<file path="src/rtl/fib_seq_pkg.sv">
// -----------------------------------------------------------------------------
// fib_seq_pkg
//   Shared definitions for the recursive-sequence controller:
//     - default sizing constants (index width, largest legal entry, watchdog
//       limits and watchdog counter width)
//     - controller state encoding
//     - datapath strobe bundle and the state -> strobe decode used by the FSM
// -----------------------------------------------------------------------------
package fib_seq_pkg;

  localparam int SIZE_DEF      = 4;     // index width, result is 2*SIZE
  localparam int MAX_ENTRY_DEF = 14;    // value table holds entries 0..14
  localparam int WAIT_MAX_DEF  = 15;    // cycles allowed waiting on one ack
  localparam int RUN_MAX_DEF   = 4095;  // cycles allowed for a whole job
  localparam int WD_W_DEF      = 12;    // watchdog counter width

  typedef enum logic [3:0] {
    IDLE    = 4'd0,
    LOAD    = 4'd1,
    EXPAND  = 4'd2,
    ALU     = 4'd3,
    DESCEND = 4'd4,
    CALC    = 4'd5,
    CHECK   = 4'd6,
    POP     = 4'd7,
    FINISH  = 4'd8
  } state_e;

  // One bit per datapath control pin.
  typedef struct packed {
    logic load_init;
    logic updater;
    logic alu;
    logic push;
    logic res_updater;
    logic cal_res;
    logic poping;
    logic dont_check;
  } strobe_t;

  // Moore decode of the datapath strobes. dont_check is the only pin that
  // idles high: the datapath compares its stack only while it is low.
  function automatic strobe_t decode_strobes(input state_e st);
    strobe_t s;
    s            = '0;
    s.dont_check = 1'b1;
    case (st)
      LOAD:    s.load_init   = 1'b1;
      EXPAND:  s.updater     = 1'b1;
      ALU: begin
        s.alu  = 1'b1;
        s.push = 1'b1;
      end
      DESCEND: s.res_updater = 1'b1;
      CALC:    s.cal_res     = 1'b1;
      CHECK:   s.dont_check  = 1'b0;
      POP:     s.poping      = 1'b1;
      default: ;
    endcase
    return s;
  endfunction

endpackage

</file>
<file path="src/rtl/fib_seq_controller_seq_watchdog.sv">
// -----------------------------------------------------------------------------
// seq_watchdog
//   Saturating cycle counter with synchronous clear and count enable. expire_o
//   flags the LIMIT-th consecutive enabled cycle (and every enabled cycle after
//   it), so a caller can abort on the same edge that would have been the
//   LIMIT-th cycle spent in the watched condition.
//
// Ports:
//   clk       in   clock, rising edge
//   rst       in   synchronous reset, active-low
//   clear_i   in   return the count to zero (has priority over enable_i)
//   enable_i  in   count this cycle
//   expire_o  out  limit reached while enabled
// -----------------------------------------------------------------------------
module seq_watchdog #(
  parameter int W     = 12,
  parameter int LIMIT = 4095
) (
  input  logic clk,
  input  logic rst,
  input  logic clear_i,
  input  logic enable_i,
  output logic expire_o
);

  localparam logic [W-1:0] LIM    = W'(LIMIT);
  localparam logic [W-1:0] LIM_M1 = W'(LIMIT - 1);

  logic [W-1:0] count_q;
  logic [W-1:0] count_d;

  always_comb begin
    count_d = count_q;
    if (clear_i) begin
      count_d = '0;
    end else if (enable_i && (count_q != LIM)) begin
      // Stops at LIM rather than wrapping, so a stuck job can never see the
      // count fall back under the limit.
      count_d = count_q + W'(1);
    end
  end

  always_ff @(posedge clk) begin
    if (!rst) begin
      count_q <= '0;
    end else begin
      count_q <= count_d;
    end
  end

  // count_q holds the number of enabled cycles already completed, so the
  // current cycle is the LIMIT-th one when count_q == LIMIT-1.
  assign expire_o = enable_i && (count_q >= LIM_M1);

endmodule

</file>
<file path="src/rtl/fib_seq_controller.sv">
// -----------------------------------------------------------------------------
// fib_seq_controller
//   Sequencer for the stack-based evaluator of
//     v(n) = 2*v(n-1) + 3*v(n-2),  v(0) = v(1) = 1.
//   Accepts a job (entry index), walks the datapath through
//   LOAD -> EXPAND/ALU/DESCEND (descend to the base) -> CALC/CHECK/POP
//   (unwind), captures the datapath result and hands it back over a
//   valid/ready handshake. Trivial (entry <= 1) and illegal entries are
//   answered without touching the datapath. Two watchdogs abort a job that
//   waits too long on one acknowledge or runs too long overall.
//
// Ports:
//   clk, rst                 clock / synchronous active-low reset
//   start, entry_in          job request (sampled only in IDLE) and index
//   busy                     high from acceptance until the result is taken
//   out_valid, out_ready     result handshake
//   out_result, out_err      captured result, abort flag
//   entry                    latched index to the datapath
//   load_init .. dont_check  datapath strobes (Moore, registered)
//   updated, cal_update,
//   backtrack, done          datapath status
//   dp_result                datapath result bus
// -----------------------------------------------------------------------------
module fib_seq_controller
  import fib_seq_pkg::*;
#(
  parameter int SIZE      = SIZE_DEF,
  parameter int MAX_ENTRY = MAX_ENTRY_DEF,
  parameter int WAIT_MAX  = WAIT_MAX_DEF,
  parameter int RUN_MAX   = RUN_MAX_DEF,
  parameter int WD_W      = WD_W_DEF
) (
  input  logic                clk,
  input  logic                rst,
  // request / response
  input  logic                start,
  input  logic [SIZE-1:0]     entry_in,
  output logic                busy,
  output logic                out_valid,
  input  logic                out_ready,
  output logic [2*SIZE-1:0]   out_result,
  output logic                out_err,
  // datapath control
  output logic [SIZE-1:0]     entry,
  output logic                load_init,
  output logic                updater,
  output logic                alu,
  output logic                push,
  output logic                res_updater,
  output logic                cal_res,
  output logic                poping,
  output logic                dont_check,
  // datapath status
  input  logic                updated,
  input  logic                cal_update,
  input  logic                backtrack,
  input  logic                done,
  input  logic [2*SIZE-1:0]   dp_result
);

  localparam int              RES_W = 2 * SIZE;
  localparam logic [SIZE-1:0] MAX_E = SIZE'(MAX_ENTRY);
  localparam logic [SIZE-1:0] ONE_E = SIZE'(1);

  state_e            state_q;
  state_e            state_d;
  logic [SIZE-1:0]   entry_q;
  logic              busy_q;
  logic              valid_q;
  logic              err_q;
  logic              err_d;
  logic [RES_W-1:0]  result_q;
  logic [RES_W-1:0]  result_d;
  strobe_t           strobe_q;

  logic              ack_wait;   // waiting on updated / cal_update
  logic              running;    // job owns the datapath
  logic              ack_expire;
  logic              run_expire;

  assign ack_wait = (state_q == EXPAND) || (state_q == CALC);
  assign running  = (state_q != IDLE) && (state_q != FINISH);

  // ---------------------------------------------------------------------------
  // Watchdogs. Leaving the watched condition clears each counter, so the
  // acknowledge count restarts on every visit to EXPAND/CALC (the FSM always
  // passes through another state between two visits) and the run count
  // restarts with each job.
  // ---------------------------------------------------------------------------
  seq_watchdog #(
    .W     (WD_W),
    .LIMIT (WAIT_MAX)
  ) u_ack_wd (
    .clk      (clk),
    .rst      (rst),
    .clear_i  (!ack_wait),
    .enable_i (ack_wait),
    .expire_o (ack_expire)
  );

  seq_watchdog #(
    .W     (WD_W),
    .LIMIT (RUN_MAX)
  ) u_run_wd (
    .clk      (clk),
    .rst      (rst),
    .clear_i  (!running),
    .enable_i (running),
    .expire_o (run_expire)
  );

  // ---------------------------------------------------------------------------
  // Next-state / result selection
  // ---------------------------------------------------------------------------
  always_comb begin
    state_d  = state_q;
    err_d    = err_q;
    result_d = result_q;

    case (state_q)
      IDLE: begin
        if (start) begin
          if (entry_in > MAX_E) begin
            state_d  = FINISH;
            err_d    = 1'b1;
            result_d = '0;
          end else if (entry_in <= ONE_E) begin
            // Base cases are answered directly; the datapath stays idle.
            state_d  = FINISH;
            err_d    = 1'b0;
            result_d = RES_W'(1);
          end else begin
            state_d  = LOAD;
            err_d    = 1'b0;
            result_d = '0;
          end
        end
      end

      LOAD:    state_d = EXPAND;

      EXPAND:  if (updated) state_d = ALU;

      // backtrack tells us the pushed frame reached the base case, so the
      // next step is to combine values instead of descending further.
      ALU:     state_d = backtrack ? CALC : DESCEND;

      DESCEND: state_d = EXPAND;

      CALC:    if (cal_update) state_d = CHECK;

      CHECK: begin
        if (done) begin
          state_d  = FINISH;
          err_d    = 1'b0;
          result_d = dp_result;
        end else begin
          state_d  = POP;
        end
      end

      POP:     state_d = ALU;

      FINISH: begin
        // start is deliberately not looked at here: a request presented
        // together with out_ready must be repeated once back in IDLE.
        if (out_ready) state_d = IDLE;
      end

      default: state_d = IDLE;
    endcase

    // An abort overrides whatever the case statement chose, including an
    // acknowledge or a done arriving in the same cycle.
    if (running && (run_expire || (ack_wait && ack_expire))) begin
      state_d  = FINISH;
      err_d    = 1'b1;
      result_d = '0;
    end
  end

  // ---------------------------------------------------------------------------
  // State and registered outputs. Every output is registered from the
  // next-state value, so it always matches the Moore decode of state_q.
  // ---------------------------------------------------------------------------
  always_ff @(posedge clk) begin
    if (!rst) begin
      state_q  <= IDLE;
      entry_q  <= '0;
      busy_q   <= 1'b0;
      valid_q  <= 1'b0;
      err_q    <= 1'b0;
      result_q <= '0;
      strobe_q <= decode_strobes(IDLE);
    end else begin
      state_q  <= state_d;
      err_q    <= err_d;
      result_q <= result_d;
      busy_q   <= (state_d != IDLE);
      valid_q  <= (state_d == FINISH);
      strobe_q <= decode_strobes(state_d);
      if ((state_q == IDLE) && start) begin
        entry_q <= entry_in;
      end
    end
  end

  assign busy        = busy_q;
  assign out_valid   = valid_q;
  assign out_err     = err_q;
  assign out_result  = result_q;
  assign entry       = entry_q;

  assign load_init   = strobe_q.load_init;
  assign updater     = strobe_q.updater;
  assign alu         = strobe_q.alu;
  assign push        = strobe_q.push;
  assign res_updater = strobe_q.res_updater;
  assign cal_res     = strobe_q.cal_res;
  assign poping      = strobe_q.poping;
  assign dont_check  = strobe_q.dont_check;

endmodule

</file>
<file path="config.mk">
export PLATFORM = sky130hd
export DESIGN_NAME = fib_seq_controller
export DESIGN_NICKNAME = d
export VERILOG_FILES = /design/src/rtl/fib_seq_pkg.sv /design/src/rtl/fib_seq_controller_seq_watchdog.sv /design/src/rtl/fib_seq_controller.sv
export SDC_FILE = /design/constraint.sdc
export NUM_CORES = 1
export LEC_CHECK = 0
export CORE_ASPECT_RATIO = 0.6
export CORE_MARGIN = 2
export CORE_UTILIZATION = 55
export CTS_BUF_LIST = sky130_fd_sc_hd__clkbuf_8 sky130_fd_sc_hd__clkbuf_16
export CTS_CLUSTER_SIZE = 14
export DETAILED_ROUTE_END_ITERATION = 7
export GPL_TIMING_DRIVEN = 0
export PLACE_DENSITY = 0.84
export SETUP_SLACK_MARGIN = 0.3
export SYNTH_ARGS = -nofsm -noshare
export SYNTH_HDL_FRONTEND = slang
export SYNTH_SLANG_ARGS = --single-unit
</file>
<file path="constraint.sdc">
create_clock -name clk -period 3.75 [get_ports clk]
set_clock_uncertainty 0.2 [all_clocks]
set_input_delay 1.125 -clock clk [delete_from_list [all_inputs] [get_ports clk]]
set_output_delay 1.125 -clock clk [all_outputs]
set_load 0.01 [all_outputs]
</file>
# Word level (Yosys, flattened, before mapping)
# Cells that the tools add are included.
# classes
n_eq_ne	23
n_addsub	2
reduce_logical	21
bitwise_logic	1
n_lt_le_gt_ge	4
n_mux	27
# op_table
op	n
$eq A4 B3 Y1 const B	8
$mux W4	8
$pmux W4 S8	1
$add A12 B1 Y12 const B	2
$eq A4 B2 Y1 const B	4
$mux W8	2
$pmux W8 S2	1
$mux W1	13
$ge A12 B12 Y1 const B	1
$ge A12 B4 Y1 const B	1
$ne A12 B12 Y1 const B	1
$ne A12 B4 Y1 const B	1
$eq A4 B1 Y1 const B	2
$eq A4 B4 Y1 const B	2
$logic_and A1 B1 Y1	8
$reduce_bool A4 Y1	2
$ne A3 B3 Y1 const B	2
$reduce_and A3 Y1	2
$gt A4 B4 Y1 const B	1
$le A4 B1 Y1 const B	1
$logic_not A4 Y1	1
$ne A2 B2 Y1 const B	2
$ne A4 B4 Y1 const B	1
$reduce_and A2 Y1	2
7 further kinds	9
# word_totals
input_bits	20
out_inout_bits	23
wordCells	94
ff_bits	51

# Depth between registers and ports, before layout
# Gate-level depths: netlist of the first run.
# depth
ltp_word	9
depth_mapped	8
mapped_depth_nobuf	8

# Hierarchy
# A second synthesis of the first run with hierarchy kept.
# unflattened
hier_cells	315
area_unflattened_um2	2677.6
# by_module_without_submodules
module	seq_area_each_um2	cells_per_inst	area_each_um2	instances
fib_seq_controller	520.5	150	1260.0	1
seq_watchdog (u_run_wd)	240.2	83	713.2	1
seq_watchdog (u_ack_wd)	240.2	82	704.4	1

# Worst setup path before layout of the first run
# No wires, ideal clock.
# synth_timing
path_kind	input to register
startpoint	input port done
endpoint	register strobe_q (netlist bit dont_check)
path_stages	5
setup_ps	141
n_path_buf	0
required_time_ps	3409
path_slack_ps	1352
arrival_ps	2056
cell_sequence	or3b_1 > a311oi_2 > nand3_1 > inv_1 > nand3_1
# synth_between
elab_chain_len	5
# synth_rtl
element	line_no	text
start, declared	fib_seq_controller.sv:57	input logic done,
$mux W4	fib_seq_controller.sv:153	if (done) begin
$pmux W4 S8	fib_seq_controller.sv:120	case (state_q)
$mux W4	fib_seq_controller.sv:175	if (running && (run_expire || (ack_wait && ack_expire))) begin
$eq A4 B3 Y1	fib_seq_pkg.sv:47	case (st)
$mux W1	fib_seq_pkg.sv:47	
end signal, assigned	fib_seq_controller.sv:194	strobe_q <= decode_strobes(IDLE);
end signal, assigned	fib_seq_controller.sv:201	strobe_q <= decode_strobes(state_d);
end, declared	fib_seq_controller.sv:74	strobe_t strobe_q;
# No other way between the ends.
# A chain may end at the register's enable or synchronous reset.

# Worst setup path after layout of the first run
# layout_timing
startpoint	input port start
endpoint	register valid_q (netlist: out_valid)
# layout_between
elab_chain_len	4
# layout_rtl
element	line_no	text
start, declared	fib_seq_controller.sv:36	input logic start,
$mux W4	fib_seq_controller.sv:122	if (start) begin
$pmux W4 S8	fib_seq_controller.sv:120	
$mux W4	fib_seq_controller.sv:175	
$eq A4 B4 Y1	fib_seq_controller.sv:200	valid_q <= (state_d == FINISH);
end signal, assigned	fib_seq_controller.sv:200	
end, declared	fib_seq_controller.sv:69	logic valid_q;
# No other way between the ends.

==> run_results.csv, run 1 <==
group,metric,value,unit
final_layout,finish.instance_area,2870,um2
clocking,cts_sink_cnt,50,
sta,period_needed,2.81,ns
clocking,cts_hold_buffers,0,
sta,max_freq,356,MHz
clocking,clockRootBuffer,"clkbuf_8",
worst_setup_path,cp_max_fo,5,
synth,synth_ff_type,"dfxtp_1",
placed_design,dpl_worst_slack,0.620,ns
synth,post-synth-top-area-cell,"dfxtp_1",
clocking,tritoncts.num_buffers,5,
worst_setup_path,crit_arrival,2.84,ns
min_path,worstHoldPathType,"flip-flop to flip-flop",
synth,synth-seq-cells,50,
clocking,postCtsSetupBuffers,0,
detailed_routing,vias_per_cell,5.51,
pwr,peakVddDrop,0.000198,V
synth,synth_area_leaders,"dfxtp_1 (44%), a21oi_1 (4.8%), nor2_1 (4.8%)",
global_routing,groute.usage.overall,23.5,%
placed_design,total_of_buffers_placed_on_input_and_output_ports,42,
final_layout,area_growth_syn_to_layout,25.7,%
clocking,cts_tree,"yes",
detailed_routing,drc_errors_left,0,
synth,yosysWarningCount,0,
pwr,power_leakage,1.01,nW
global_routing,grt_pass1_wl,8.29,mm
final_layout,post_route_cells_drive_above_1_share,7.62,%
detailed_routing,drtIter0Drc,114,
placed_design,placed_instance_area,2770,um2
synth,yosysTopAreaCellShare,43.8,%
detailed_routing,vias,2012,
sta,finalSetupViolations,0,
floorplanning,die-area,4700,um2
sta,finalWorstSetupSlack,0.939,ns
synth,synth-edff-count,0,
synth,syn_avg_cell_area,8.62,um2
floorplanning,core_area,4050,um2
detailed_routing,antenna_left,0,
detailed_routing,routed_wl,5.12,mm
global_routing,grt_start_max_net_pins,16,
global_routing,grt_pass1_vias,1700,
clocking,cts_repair_resize_count,0,
final_layout,nets,338,
placed_design,post-dp-hpwl,3.75,mm
floorplanning,chipHeight,53.9,um
floorplanning,std_cell_rows,18,
synth,postSynth.asyncResetShare,0,%
outcome,result_of_the_run,"completed",
global_routing,overflow,0,
clocking,clkLatencyLatePin,0.31,ns
synth,yosysUniqueCellTypes,46,
sta,slew_viol_final,0,
synth,postSynthCellCount,265,
worst_setup_path,worst_path_largest_cell_delay,0.45,ns
sta,tns,0,ns
worst_setup_path,crit_path_cell_trace,"clkdlybuf4s50_1 -> nor3b_1 -> nand2_1 -> o21ba_2 -> a21o_1 -> a21oi_1",
sta,setup_repair_after_global_routing_missed_its_margin,"no",
floorplanning,fp.dieW,87.2,um
final_layout,most-common-layout-cells,"dfxtp_1 (50), clkdlybuf4s50_1 (42), nor2_1 (29), nand2_1 (25), a21oi_1 (22)",
sta,fin_hold_viols,0,
worst_setup_path,crit_path_start_kind,"input pin",
detailed_routing,detailedRoute.firstPassIterationCount,4,
global_routing,initial_antenna_violation_count,0,
synth,post_synth_instance_area,2280,um2
clocking,cts.reportedPaths.clkPinSlew,0.09,ns
placed_design,gpl.final_weighted_congestion,0.904,
sta,min_period_over_period,74.9,%
final_layout,antennaDiodeCount,0,
final_layout,mostFrequentLayoutCell,"dfxtp_1",
pwr,power-per-cell-area,439,nW/um2
sta,whs,0.260,ns
placed_design,post-place-cells,357,
final_layout,layout.cells.non_filler,365,
floorplanning,design.portCount,43,
synth,synth_seq_area_share,43.8,%
clocking,htreeDepth,2,
run,max_cap_viols,0,
floorplanning,effective_utilization_at_floorplan,56.4,%
worst_setup_path,critical_path.endpoint_type,"flip-flop",
worst_setup_path,slowest_stage,"clkdlybuf4s50_1",
sta,timing.max_slew.rel_slack,58.2,%
worst_setup_path,cp.required,3.78,ns
synth,synth.net_count,289,
sta,worst-slew-pin-transition,0.627,ns
detailed_routing,avgRoutedWirePerCell,14.0,um
worst_setup_path,worst-setup-path-type,"input pin to flip-flop",
clocking,clock_path_buffers,2,
-- sequential cells by signal, indices dropped and copies added (netlist names) --
name              flops
res_updater           1
out_valid             1
out_err               1
busy                  1
updater               1
load_init             1
dont_check            1
state_q               4
alu                   1
u_ack_wd.count_q     12
u_run_wd.count_q     12
poping                1
entry                 4
out_result            8
cal_res               1
-- power breakdown --
part	internal [W]	total [W]	switching, W
Combinational	0.000140	0.000321	0.000181
Sequential	0.000567	0.000589	0.0000225
Clock	0.000169	0.000350	0.000181
-- logic make-up (layout without fill, tap and decap cells) --
| logic type | Yosys count | in the layout | share of synthesized area, % |
|---|---|---|---|
| AO/OA/AOI/OAI | 48 | 48 | 14.6 |
| XOR/XNOR | 18 | 18 | 6.90 |
| adder cells (fa/ha/maj) | 4 | 4 | 2.19 |
| buffers and inverters | 18 | 68 | 3.50 |
| flip-flops | 50 | 50 | 43.8 |
| AND/OR/NAND/NOR | 127 | 127 | 29.0 |
-- synth_stat cells (4+ instances only) --
master    number
ha_1           4
xor2_1        11
nor4_1         4
nor2_1        29
and3_1         8
inv_1          5
xnor2_1        7
dfxtp_1       50
clkbuf_1       6
nand3_1       21
buf_2          4
nand4_1        9
a21oi_1       22
nand2_1       25
nor3_1         7
-- per-stage QoR --
step	util, %	total power [W]
global placement	68.3	0.000909
finish	70.9	0.00126
detailed placement	68.3	0.000917
CTS	70.9	0.00127
global route	70.9	0.00132
floorplan	-	0.000799
-- critical path, delay by kind of cell --
family                 cells  cell delay, ns
buffers and inverters      1            0.45
AO/OA/AOI/OAI              3            0.67
AND/OR/NAND/NOR            2            0.60
-- final cells by class --
class / count / area (um2)
tap: 50 / 62.6
timing repair buffer: 42 / 420
multi-input combinational: 197 / 1200
clock buffer: 7 / 96.3
clock inverter: 1 / 8.76
buffer: 12 / 57.6
inverter: 6 / 22.5
sequential: 50 / 1000
fill: 305 / 1180
-- path summary, 6_finish.rpt --
path              slack, ns  cells after the start                start       endpoint
hold reg to reg        0.26                      2        out_result[6]  out_result[6]
setup / recovery       0.94                      6                start      out_valid
hold / removal         0.26                      2        out_result[6]  out_result[6]
setup reg to reg       1.59                      8  u_ack_wd.count_q[0]     dont_check
-- per-layer routing --
layer  wire length (um)  track usage [%]
met1               2680             34.7
met5                  0                0
met3                227             5.37
met4                 77             8.46
met2               2140             33.3
Power figures use the tool's default switching activity.
==> inputs of run 2 (changes only) <==
--- a/config.mk
+++ b/config.mk
@@ -7,12 +7,12 @@
 export LEC_CHECK = 0
 export CORE_ASPECT_RATIO = 0.6
 export CORE_MARGIN = 2
-export CORE_UTILIZATION = 55
+export CORE_UTILIZATION = 46
 export CTS_BUF_LIST = sky130_fd_sc_hd__clkbuf_8 sky130_fd_sc_hd__clkbuf_16
 export CTS_CLUSTER_SIZE = 14
 export DETAILED_ROUTE_END_ITERATION = 7
 export GPL_TIMING_DRIVEN = 0
-export PLACE_DENSITY = 0.84
+export PLACE_DENSITY = 0.75
 export SETUP_SLACK_MARGIN = 0.3
 export SYNTH_ARGS = -nofsm -noshare
 export SYNTH_HDL_FRONTEND = slang
==> constraint.sdc (replaced) <==
create_clock -name clk -period 2.4 [get_ports clk]
set_clock_uncertainty 0.2 [all_clocks]
set_input_delay 0.72 -clock clk [delete_from_list [all_inputs] [get_ports clk]]
set_output_delay 0.72 -clock clk [all_outputs]
set_load 0.01 [all_outputs]
==> run 2 against run 1 <==
Net effect: die area up 18%; total power grew 66%; sequential share of layout area shrank 1.5 points; setup slack worse by 0.61 ns; count of clock-buffer cells in the layout fell by 1; combinational power increased by 75%; clock power rose by 73%; via count is 2.1% higher; flip-flop and latch count is the same; critical path type is now flip-flop to output pin; critical endpoint is now busy; largest power group unchanged.
==> run_results.csv, run 2 (synthesis gave the netlist of run 1 again) <==
group,metric,value,unit
outcome,result_of_the_run,"completed",
sta,period_needed,2.07,ns
floorplanning,core_area,4680,um2
global_routing,initial_antenna_violation_count,0,
floorplanning,fp.dieW,95.0,um
worst_setup_path,crit_arrival,1.15,ns
floorplanning,effective_utilization_at_floorplan,48.8,%
min_path,whs_path_depth,2,
floorplanning,std_cell_rows,19,
worst_setup_path,worst-setup-path-type,"flip-flop to output pin",
placed_design,dpl_worst_slack,-0.318,ns
worst_setup_path,end_of_the_worst_register_to_register_path,"load_init",
worst_setup_path,r2r-start,"state_q[1]",
floorplanning,die-area,5560,um2
final_layout,final_util,64.7,%
worst_setup_path,cp_max_fo,1,
pwr,peakVddDrop,0.000309,V
worst_setup_path,critical_path.startpoint,"busy",
run,max_cap_viols,0,
placed_design,post-dp-hpwl,3.78,mm
sta,max_freq,484,MHz
sta,finalSetupViolations,0,
global_routing,grt_pass1_wl,8.49,mm
detailed_routing,avgRoutedWirePerCell,13.7,um
sta,slew_viol_final,0,
final_layout,mostFrequentLayoutCell,"dfxtp_1",
sta,setup_repair_after_global_routing_missed_its_margin,"yes",
min_path,worstHoldPathType,"flip-flop to flip-flop",
clocking,cts_tree,"yes",
pwr,power_leakage,1.27,nW
worst_setup_path,crit_family,"buffers and inverters",
placed_design,placed_instance_area,2780,um2
final_layout,nets,341,
final_layout,multi_input_comb_area,1280,um2
worst_setup_path,crit_path_start_kind,"flip-flop",
global_routing,overflow,0,
worst_setup_path,worst_path_largest_cell_delay,0.52,ns
final_layout,fillCellCount,411,
detailed_routing,detailedRoute.firstPassIterationCount,4,
sta,finalWorstSetupSlack,0.332,ns
final_layout,area_growth_syn_to_layout,32.5,%
worst_setup_path,slowest_stage,"clkdlybuf4s50_1",
detailed_routing,antenna_left,0,
global_routing,grt_pass1_vias,1785,
final_layout,most-common-layout-cells,"dfxtp_1 (46), nor2_1 (29), nand2_1 (24), nand3_1 (21), a21oi_1 (19)",
clocking,tritoncts.num_buffers,5,
final_layout,antennaDiodeCount,0,
detailed_routing,drc_errors_left,0,
worst_setup_path,timing.reg2reg.worst_path_depth,6,
clocking,clockRootBuffer,"clkbuf_8",
final_layout,post_route_cells_drive_above_1_share,13.6,%
floorplanning,design.portCount,43,
sta,timing.max_slew.rel_slack,62.1,%
detailed_routing,drtIter0Drc,97,
sta,whs,0.256,ns
placed_design,gpl.final_weighted_congestion,0.858,
sta,min_period_over_period,86.1,%
floorplanning,chipHeight,58.6,um
worst_setup_path,crit_path_cell_trace,"clkdlybuf4s50_1",
clocking,clock_path_buffers,2,
clocking,cts_hold_buffers,0,
sta,fin_hold_viols,0,
global_routing,grt_start_max_net_pins,15,
global_routing,groute.usage.overall,19.7,%
sta,worst-slew-pin-transition,0.565,ns
clocking,htreeDepth,2,
worst_setup_path,worst-r2r-setup-slack,0.37,ns
detailed_routing,vias_per_cell,5.41,
worst_setup_path,cp.required,1.48,ns
final_layout,finish.instance_area,3030,um2
pwr,power-per-cell-area,691,nW/um2
clocking,cts.reportedPaths.clkPinSlew,0.09,ns
worst_setup_path,timing.critical_path.buf_inv,1,
placed_design,total_of_buffers_placed_on_input_and_output_ports,42,
clocking,cts_sink_cnt,50,
min_path,worstHoldEndpoint,"out_result[5]",
final_layout,storage_cell_area,1010,um2
clocking,clkLatencyLatePin,0.31,ns
worst_setup_path,critical_path.endpoint_type,"output pin",
detailed_routing,routed_wl,5.22,mm
min_path,hold_start,"out_result[5]",
detailed_routing,vias,2054,
==> run 2: cell count changes in the layout (fill, tap and decap cells not counted), moves of 4 or more <==
| cell | previous run | this run |
|---|---|---|
| dlygate4sd2_1 | 0 | 16 |
| buf_2 | 4 | 0 |
| dfxtp_1 | 50 | 46 |
| clkbuf_1 | 6 | 2 |
| buf_4 | 2 | 6 |
| dlymetal6s2s_1 | 0 | 9 |
| clkdlybuf4s50_1 | 42 | 17 |
==> run 2: worst max-delay path by stage <==
stage / end / slack [ns] / depth (start not counted)
final: busy / 0.33 / 1
after global routing: out_result[0] / 0.28 / 5
after CTS: load_init / 0.26 / 7
after detailed placement: load_init / -0.32 / 5
after global placement: load_init / -0.32 / 5
after floorplan: dont_check / 0.41 / 5
==> run 2: power by group <==
part / leakage [nW] / total [W] / switching, W / internal [W]
registers: 0.407 / 0.000926 / 0.0000380 / 0.000888
clock network: 0.0573 / 0.000605 / 0.000271 / 0.000334
logic: 0.801 / 0.000561 / 0.000309 / 0.000252
total: 1.27 / 0.00209 / 0.000618 / 0.00147
==> run 2: per-layer routing <==
metal	GRT usage, %	vias up	share of wire (%)
met5	0	-	0
met4	6.21	0	1.2
met3	4.61	9	4.9
met2	26.5	46	40
met1	30.6	952	54
li1	-	1047	-
==> run 2: layout make-up <==
class                      instances  area share [%]
buffer                            12            2.60
clock buffer                       6            2.73
clock inverter                     1           0.992
inverter                           6           0.909
multi-input combinational        197            42.1
sequential                        50            33.3
tap                               63            2.60
timing repair buffer              45            14.7
==> run 2: tightest hold or removal path, delay by kind of cell (launching register included) <==
kind               cells  cell delay (ns)
AOI/OAI and AO/OA      1             0.05
DFF                    1             0.31
and+or+nand+nor        1             0.05
==> run 2: stage by stage <==
stage / instances / total power [W] / TNS (ns)
global route: 380 / 0.00220 / 0
floorplan: 265 / 0.00125 / 0
CTS: 379 / 0.00204 / 0
finish: 380 / 0.00209 / 0
detailed placement: 370 / 0.00143 / -4.07
global placement: 370 / 0.00143 / -3.52
==> run 2: repair_timing <==
| item | CTS | global route |
|---|---|---|
| pin swaps | 3 | 8 |
| resized for setup | 24 | 38 |
| gates cloned | 0 | 0 |
| endpoints found under the setup margin | 39 | 33 |
| buffers inserted | 2 | 1 |
==> inputs of run 3 (changes only) <==
--- a/config.mk
+++ b/config.mk
@@ -9,11 +9,14 @@
 export CORE_MARGIN = 2
 export CORE_UTILIZATION = 46
 export CTS_BUF_LIST = sky130_fd_sc_hd__clkbuf_8 sky130_fd_sc_hd__clkbuf_16
+export CTS_CLUSTER_DIAMETER = 120
 export CTS_CLUSTER_SIZE = 14
 export DETAILED_ROUTE_END_ITERATION = 7
 export GPL_TIMING_DRIVEN = 0
 export PLACE_DENSITY = 0.75
 export SETUP_SLACK_MARGIN = 0.3
+export SKIP_CTS_REPAIR_TIMING = 1
+export SLEW_MARGIN = 20
 export SYNTH_ARGS = -nofsm -noshare
 export SYNTH_HDL_FRONTEND = slang
 export SYNTH_SLANG_ARGS = --single-unit
==> run 3 against run 2 <==
Net effect: non-clock buffer count increased by 4; routed wire length increased by 4.6%; largest cell class unchanged; hold slack improved by 0.00052 ns; maximum frequency decreased by 4.6%; first-iteration DRC count increased by 41%; final area increased by 2.7%; combinational power increased by 5.3%; flip-flop and latch count unchanged; largest power group unchanged.
==> run_results.csv, run 3 (synthesis gave the netlist of run 1 again) <==
group,metric,value,unit
worst_setup_path,r2r-start,"state_q[3]",
floorplanning,design.portCount,43,
clocking,cts_sink_cnt,50,
global_routing,grt_pass1_vias,1760,
final_layout,area_growth_syn_to_layout,36.1,%
worst_setup_path,crit_arrival,2.20,ns
floorplanning,core_area,4680,um2
final_layout,finish.instance_area,3110,um2
placed_design,placed_instance_area,2780,um2
outcome,result_of_the_run,"completed",
worst_setup_path,end_of_the_worst_register_to_register_path,"load_init",
clocking,cts_tree,"yes",
final_layout,antennaDiodeCount,0,
pwr,peakVddDrop,0.000327,V
worst_setup_path,worst-setup-path-type,"input pin to flip-flop",
final_layout,most-common-layout-cells,"dfxtp_1 (49), nor2_1 (29), nand2_1 (24), dlymetal6s2s_1 (24)",
global_routing,grt_pass1_wl,8.34,mm
final_layout,mostFrequentLayoutCell,"dfxtp_1",
global_routing,initial_antenna_violation_count,0,
worst_setup_path,cp_max_fo,4,
sta,period_needed,2.17,ns
worst_setup_path,worst-r2r-setup-slack,0.31,ns
sta,min_period_over_period,90.3,%
floorplanning,die-area,5560,um2
worst_setup_path,critical_path.endpoint_type,"flip-flop",
detailed_routing,vias,2068,
sta,finalWorstSetupSlack,0.233,ns
global_routing,grt_start_max_net_pins,15,
worst_setup_path,timing.reg2reg.worst_path_depth,5,
detailed_routing,antenna_left,0,
clocking,clkLatencyLatePin,0.30,ns
run,max_cap_viols,0,
clocking,clockRootBuffer,"clkbuf_8",
placed_design,post-dp-hpwl,3.78,mm
floorplanning,fp.dieW,95.0,um
clocking,htreeDepth,2,
detailed_routing,vias_per_cell,5.39,
detailed_routing,drtIter0Drc,137,
placed_design,gpl.final_weighted_congestion,0.858,
global_routing,overflow,0,
sta,max_freq,462,MHz
sta,timing.max_slew.rel_slack,54.9,%
worst_setup_path,cp.required,2.43,ns
sta,finalSetupViolations,0,
detailed_routing,drc_errors_left,0,
detailed_routing,avgRoutedWirePerCell,14.2,um
final_layout,nets,345,
global_routing,groute.usage.overall,19.3,%
detailed_routing,detailedRoute.firstPassIterationCount,4,
detailed_routing,routed_wl,5.46,mm
sta,slew_viol_final,0,
floorplanning,effective_utilization_at_floorplan,48.8,%
sta,tns,0,ns
clocking,clock_path_buffers,2,
sta,fin_hold_viols,0,
pwr,total_power,0.00211,W
pwr,power-per-cell-area,679,nW/um2
clocking,cts.reportedPaths.clkPinSlew,0.08,ns
floorplanning,std_cell_rows,19,
sta,worst-slew-pin-transition,0.676,ns
pwr,power_leakage,1.46,nW
worst_setup_path,crit_path_start_kind,"input pin",
worst_setup_path,worst_setup_path_endpoint,"out_valid",
clocking,tritoncts.num_buffers,5,
sta,setup_repair_after_global_routing_missed_its_margin,"yes",
placed_design,total_of_buffers_placed_on_input_and_output_ports,42,
placed_design,dpl_worst_slack,-0.318,ns
floorplanning,chipHeight,58.6,um
min_path,worstHoldPathType,"flip-flop to flip-flop",
final_layout,post_route_cells_drive_above_1_share,14.3,%
worst_setup_path,critical_path.startpoint,"entry_in[3]",
final_layout,fillCellCount,401,
## run 3: cell count changes in the layout (fill, tap and decap cells not counted), sizes merged
cell and change:
buf +7, dlymetal6s2s +15, dlygate4sd2 -16, clkinv -1
clkbuf -3, clkdlybuf4s50 +1, clkinvlp +1
## run 3: how the worst min path moves through the flow
stage / cells past startpoint / slack, ns / end / startpoint
after floorplan: 2 / 0.28 / out_result[1] / out_result[1]
after global placement: 2 / 0.24 / out_result[3] / out_result[3]
after detailed placement: 2 / 0.25 / out_result[5] / out_result[5]
after CTS: 2 / 0.26 / out_result[5] / out_result[5]
after global routing: 2 / 0.27 / out_result[5] / out_result[5]
final: 2 / 0.26 / out_result[6] / out_result[6]
## run 3: power breakdown
group          internal [W]  total, W  switching (W)  leakage, nW
clock              0.000334  0.000599       0.000265       0.0573
sequential         0.000886  0.000922      0.0000357        0.406
combinational      0.000273  0.000591       0.000318         1.00
## run 3: final cells by class
cell class	instances	area, um2	share of cell area, %
inverters	6	26.3	0.845
plain buffers	12	72.6	2.33
repair buffers	49	546	17.5
well taps	63	78.8	2.53
clock buffers	6	82.6	2.65
flip-flops and latches	50	1000	32.2
clock inverters	1	30.0	0.965
multi-input cells	197	1270	40.9
## run 3: critical path: stages
cell             delay (ns)
clkdlybuf4s50_1        0.55
nand4_1                0.15
o31a_1                 0.18
o21ba_4                0.24
a21o_1                 0.18
a21oi_1                0.16
## run 3: through the flow
step | cells | utilization, % | hold slack, ns
after floorplan | 265 | - | 0.276
after global placement | 370 | 59.4 | 0.240
after detailed placement | 370 | 59.4 | 0.245
after CTS | 377 | 61.8 | 0.259
after global routing | 384 | 66.4 | 0.268
final | 384 | 66.4 | 0.256
## run 3: metal layers
metal | track usage [%] | vias to the layer above | routed length [um] | share of wire (%)
met2 | 25.4 | 44 | 2340 | 43
met1 | 30.4 | 965 | 2820 | 52
met3 | 4.61 | 6 | 255 | 4.7
li1 | - | 1053 | - | -
met5 | 0 | - | 0 | 0
met4 | 6.21 | 0 | 47 | 0.86
